`src/rtl/data_mem_pkg.sv`:
```
`default_nettype none
// ============================================================================
//  Module      : definitions (package)
//  Description : Shared types and constants for the data-memory responder.
//  Revision    : 1.0 - initial release
// ============================================================================
package definitions;

    // Responder sequencing: accept, optional wait states, one-cycle response.
    typedef enum logic [1:0] {
        IDLE = 2'd0,
        WAIT = 2'd1,
        RESP = 2'd2
    } mem_state_t;

    // Default number of wait states between acceptance and commit.
    localparam int MEM_WAIT_DEFAULT = 2;

endpackage : definitions
`default_nettype wire

```
`src/rtl/data_mem_array.sv`:
```
`default_nettype none
// ============================================================================
//  Module      : data_mem_array
//  Description : 2^ADDR_W x 8 storage, synchronous write, registered read.
//                Only the read register is reset; contents are not cleared.
//  Revision    : 1.0 - initial release
// ============================================================================
module data_mem_array #(
    parameter int ADDR_W = 8
) (
    input  logic              clk,
    input  logic              reset,
    input  logic [ADDR_W-1:0] addr,
    input  logic [7:0]        wdata,
    input  logic              we,
    input  logic              re,
    output logic [7:0]        rdata
);

    localparam int c_depth = 1 << ADDR_W;

    logic [7:0] r_mem [c_depth];
    logic [7:0] r_rdata;

    // Storage write port; no reset so contents survive a reset pulse.
    always_ff @(posedge clk) begin
        if (we) begin
            r_mem[addr] <= wdata;
        end
    end

    // Registered read port; holds its value until the next read.
    always_ff @(posedge clk) begin
        if (reset) begin
            r_rdata <= 8'h00;
        end else if (re) begin
            r_rdata <= r_mem[addr];
        end
    end

    assign rdata = r_rdata;

endmodule : data_mem_array
`default_nettype wire

```
`src/rtl/data_mem.sv`:
```
`default_nettype none
// ============================================================================
//  Module      : data_mem
//  Description : Load/store responder with WAIT_CYCLES wait states and a
//                one-cycle ack. Request fields are latched on acceptance.
//  Revision    : 1.0 - initial release
// ============================================================================
module data_mem
    import definitions::*;
#(
    parameter int ADDR_W      = 8,
    parameter int WAIT_CYCLES = MEM_WAIT_DEFAULT
) (
    input  logic              clk,
    input  logic              reset,
    input  logic [ADDR_W-1:0] addr,
    input  logic [7:0]        wdata,
    input  logic              req,
    input  logic              wr,
    output logic              ack,
    output logic [7:0]        rdata,
    output logic              busy
);

    localparam logic [3:0] c_wait = 4'(WAIT_CYCLES);

    mem_state_t        r_state;
    mem_state_t        w_state_nxt;
    logic [3:0]        r_cnt;
    logic [3:0]        w_cnt_nxt;
    logic [ADDR_W-1:0] r_addr;
    logic [7:0]        r_wdata;
    logic              r_wr;

    logic              w_accept;
    logic              w_commit;
    logic [ADDR_W-1:0] w_acc_addr;
    logic [7:0]        w_acc_wdata;
    logic              w_acc_wr;
    logic              w_we;
    logic              w_re;

    // Next-state, counter and access selection. With zero wait states the
    // access happens on the acceptance edge, so the live inputs are used.
    always_comb begin
        w_state_nxt = r_state;
        w_cnt_nxt   = r_cnt;
        w_accept    = 1'b0;
        w_commit    = 1'b0;
        w_acc_addr  = r_addr;
        w_acc_wdata = r_wdata;
        w_acc_wr    = r_wr;
        case (r_state)
            IDLE: begin
                if (req) begin
                    w_accept    = 1'b1;
                    w_acc_addr  = addr;
                    w_acc_wdata = wdata;
                    w_acc_wr    = wr;
                    if (c_wait == 4'd0) begin
                        w_commit    = 1'b1;
                        w_state_nxt = RESP;
                        w_cnt_nxt   = 4'd0;
                    end else begin
                        w_state_nxt = WAIT;
                        w_cnt_nxt   = c_wait;
                    end
                end
            end
            WAIT: begin
                if (r_cnt == 4'd1) begin
                    w_commit    = 1'b1;
                    w_state_nxt = RESP;
                    w_cnt_nxt   = 4'd0;
                end else begin
                    w_cnt_nxt = r_cnt - 4'd1;
                end
            end
            RESP: begin
                w_state_nxt = IDLE;
            end
            default: begin
                w_state_nxt = IDLE;
                w_cnt_nxt   = 4'd0;
            end
        endcase
    end

    // State and wait counter; reset abandons any in-flight access.
    always_ff @(posedge clk) begin
        if (reset) begin
            r_state <= IDLE;
            r_cnt   <= 4'd0;
        end else begin
            r_state <= w_state_nxt;
            r_cnt   <= w_cnt_nxt;
        end
    end

    // Request latch; later changes on the inputs are ignored.
    always_ff @(posedge clk) begin
        if (reset) begin
            r_addr  <= '0;
            r_wdata <= 8'h00;
            r_wr    <= 1'b0;
        end else if (w_accept) begin
            r_addr  <= addr;
            r_wdata <= wdata;
            r_wr    <= wr;
        end
    end

    // Reset on a commit edge suppresses the write.
    assign w_we = w_commit &  w_acc_wr & ~reset;
    assign w_re = w_commit & ~w_acc_wr & ~reset;

    data_mem_array #(
        .ADDR_W (ADDR_W)
    ) u_array (
        .clk   (clk),
        .reset (reset),
        .addr  (w_acc_addr),
        .wdata (w_acc_wdata),
        .we    (w_we),
        .re    (w_re),
        .rdata (rdata)
    );

    assign ack  = (r_state == RESP);
    assign busy = (r_state != IDLE);

endmodule : data_mem
`default_nettype wire

```
`config.mk`:
```
export PLATFORM = sky130hd
export DESIGN_NAME = data_mem
export DESIGN_NICKNAME = d
export VERILOG_FILES = /design/src/rtl/data_mem_pkg.sv /design/src/rtl/data_mem_array.sv /design/src/rtl/data_mem.sv
export SDC_FILE = /design/constraint.sdc
export NUM_CORES = 2
export LEC_CHECK = 0
export ABC_AREA = 1
export ABC_CLOCK_PERIOD_IN_PS = 8100
export BUFFER_PORTS_ARGS = -buffer_cell sky130_fd_sc_hd__clkbuf_2
export CAP_MARGIN = 20
export CORE_ASPECT_RATIO = 0.6
export CORE_UTILIZATION = 35
export DETAILED_ROUTE_END_ITERATION = 16
export GPL_ROUTABILITY_DRIVEN = 0
export PLACE_DENSITY = 0.53
export SLEW_MARGIN = 10
export SYNTH_ARGS = -nofsm -noshare
export SYNTH_HDL_FRONTEND = slang
export SYNTH_HIERARCHICAL = 1
export SYNTH_SLANG_ARGS = --single-unit
```
`constraint.sdc`:
```
create_clock -name clk -period 8.1 [get_ports clk]
set_input_delay 1.62 -clock clk [delete_from_list [all_inputs] [get_ports clk]]
set_output_delay 1.62 -clock clk [all_outputs]
set_load 0.1 [all_outputs]
```
==> results.sh <==
export IMPL_status="finished, final reports clean"
export IMPL_cts_tree="yes"
export IMPL_grt_pass1_vias=52752
export IMPL_tightestPinTransition_ps=1330
export IMPL_cts_num_sinks=2079
export IMPL_fmax_mhz=176
export IMPL_cts_resized=0
export IMPL_synth_area_um2=85300
export IMPL_fin_skew_ps=49.3
export IMPL_place_area_um2=88600
export IMPL_final_min_clock_period_ps=5690
export IMPL_finalHoldViolations=0
export IMPL_drc=0
export IMPL_clk_insertion_delay_late_ps=860
export IMPL_root_buffer="clkbuf_16"
export IMPL_crit_fanout=145
export IMPL_peakVddDrop_mv=0.174
export IMPL_p_leak_nw=35.3
export IMPL_critical_path_class="input pin to register"
export IMPL_synthCells=7861
export IMPL_grt_ovfl_total=0
export IMPL_syn_avg_cell_area_um2=10.8
export IMPL_layout_nets=7772
export IMPL_drtIter0Drc=6702
export IMPL_ys_ff_latch=2079
export IMPL_dp_hpwl_um=144000
export IMPL_cp_arrival_ps=6430
export IMPL_synth_nets=7883
export IMPL_dr_pass1_iters=6
export IMPL_drv_slew=0
export IMPL_cts_buffer_depth=4
export IMPL_final_cell_mix="3,992 x nand2_1, 2,048 x edfxtp_1, 614 x nor2_1"
export IMPL_track_usage_pct=20.5
export IMPL_post_cts_buffers=0
export IMPL_cap_viol_max_count=0
export IMPL_start_util_pct=35.4
export IMPL_final_common_cell="nand2_1"
export IMPL_dpl_worst_slack_ps=1740
export IMPL_ys_warnings_count=6
export IMPL_endpoint_kind="register"
export IMPL_post_drt_wl_per_cell_um=23.1
export IMPL_slew_headroom_pct=11.5
export IMPL_setup_viol=0
export IMPL_ant_nets=0
export IMPL_setup_tns_final_ps=0
export IMPL_nFillCells=23173
export IMPL_drive_gt1_share_pct=5.67
export IMPL_fin_hold_ws_ps=537
export IMPL_ios=30
export IMPL_numCtsBuffers=192
export IMPL_ctsHtreeMaxLevel=4
export IMPL_rows=139
export IMPL_vias=56893
export IMPL_worstPathRequired_ps=8830
export IMPL_clk_pin_slew_ps=70
export IMPL_finalInstanceArea_um2=94600
export IMPL_antenna_found_initial=12
export IMPL_fp_dieW_um=639
export IMPL_routed_via_density=5.11
export IMPL_syn_to_final_growth_pct=11.0
export IMPL_rsz0062_at_grt="no"
export IMPL_critPathLaunchType="input pin"
export IMPL_wirelength_um=257000
export IMPL_ys_seq_area_share_pct=72.9
export IMPL_coreArea_um2=241000
export IMPL_dieArea_um2=246000
export IMPL_dieHeight_um=384
export IMPL_power_per_cell_area_nw_per_um2=257
export IMPL_synth_cell_types=24
export IMPL_io_buffers=29
export IMPL_period_share_pct=70.3
export IMPL_worst_slack_ps=2410
export IMPL_hold_path_class="register to register"
export IMPL_ctsHoldBuffers=0
export IMPL_grt_pass1_wl_um=373000
export IMPL_grt_max_degree=173
-- metrics by stage --
step / power (mW) / std cells / util (%)
floorplan: 14.4 / 7861 / -
CTS: 24.5 / 11132 / 39.3
global route: 25.2 / 11140 / 39.3
detailed placement: 15.7 / 10791 / 36.8
global placement: 15.7 / 10787 / 36.8
finish: 24.4 / 11141 / 39.3
-- worst max-delay path, stage by stage --
cell,delay [ps]
clkbuf_2,110
nand2_4,300
o21ai_2,410
inv_8,240
buf_12,280
buf_12,380
nand2_1,210
nand2_1,80
nand2_1,60
nand2_1,100
nand2_1,60
nand2_1,100
nor2_1,540
nor2_1,100
nor2_1,460
nand2_1,160
nand2_1,200
nand3_1,180
nor2_1,130
nor2_1,50
-- registers in the layout (all words and copies together) (netlist names) --
name	flops
r_addr	8
r_cnt	4
r_state	2
r_wdata	8
r_wr	1
u_array/r_mem	2048
u_array/rdata	8
-- synth_stat cells (all sizes together) --
cell / instances / area share (%)
buf: 241 / 1.4
and2: 1 / 0.0073
edfxtp: 2048 / 72
nand3: 348 / 2.0
nand4: 131 / 0.96
o21ai: 89 / 0.59
clkinv: 2 / 0.0088
nand2: 4008 / 18
inv: 83 / 0.37
nor2: 631 / 2.8
nor3: 1 / 0.0059
clkbuf: 187 / 0.82
dfxtp: 31 / 0.73
a21oi: 58 / 0.34
ha: 2 / 0.029
-- final timing paths --
| kind | from | endpoint | slack (ps) | cells past startpoint |
|---|---|---|---|---|
| setup reg to reg | r_state[1]$_SDFFE_PP0P_ | u_array/rdata[0]$_SDFFE_PP0P_ | 2710 | 20 |
| hold / removal | r_addr[2]$_SDFFE_PP0P_ | r_addr[2]$_SDFFE_PP0P_ | 540 | 4 |
| hold reg to reg | r_addr[2]$_SDFFE_PP0P_ | r_addr[2]$_SDFFE_PP0P_ | 540 | 4 |
| setup / recovery | req | u_array/rdata[0]$_SDFFE_PP0P_ | 2410 | 20 |
-- area by class of cell --
class / instances / area [um^2] / area share [%]
clock inverters: 99 / 774 / 0.818
multi-input cells: 5269 / 20900 / 22.1
flip-flops and latches: 2079 / 62100 / 65.6
diodes: 1 / 2.50 / 0.00264
repair buffers: 123 / 1210 / 1.28
clock buffers: 242 / 5120 / 5.41
inverters: 85 / 412 / 0.435
well taps: 3243 / 4060 / 4.29
-- power breakdown --
part	leakage, nW	switching [mW]	total (mW)	internal, mW
clock network	2.89	4.06	8.88	4.82
registers	18.8	0.00551	12.1	12.1
logic	13.7	2.68	3.36	0.687
-- kinds of logic (layout without fill, tap and decap cells) --
group	Yosys count	after routing	share of synthesized area, %
adder cells (fa/ha/maj)	2	2	0.0293
AO/OA/AOI/OAI	147	147	0.933
AND/OR/NAND/NOR	5120	5120	23.5
buffers and inverters	513	549	2.63
flip-flops	2079	2079	72.9
other	0	1	0
-- layer usage --
metal | vias up | global-route usage [%] | part of all wire, %
li1 | 25953 | - | -
met1 | 28219 | 32.6 | 48
met3 | 295 | 5.16 | 10
met2 | 2426 | 27.9 | 40
met5 | - | 0 | 0
met4 | 0 | 4.09 | 1.9
Power figures use the tool's default switching activity.
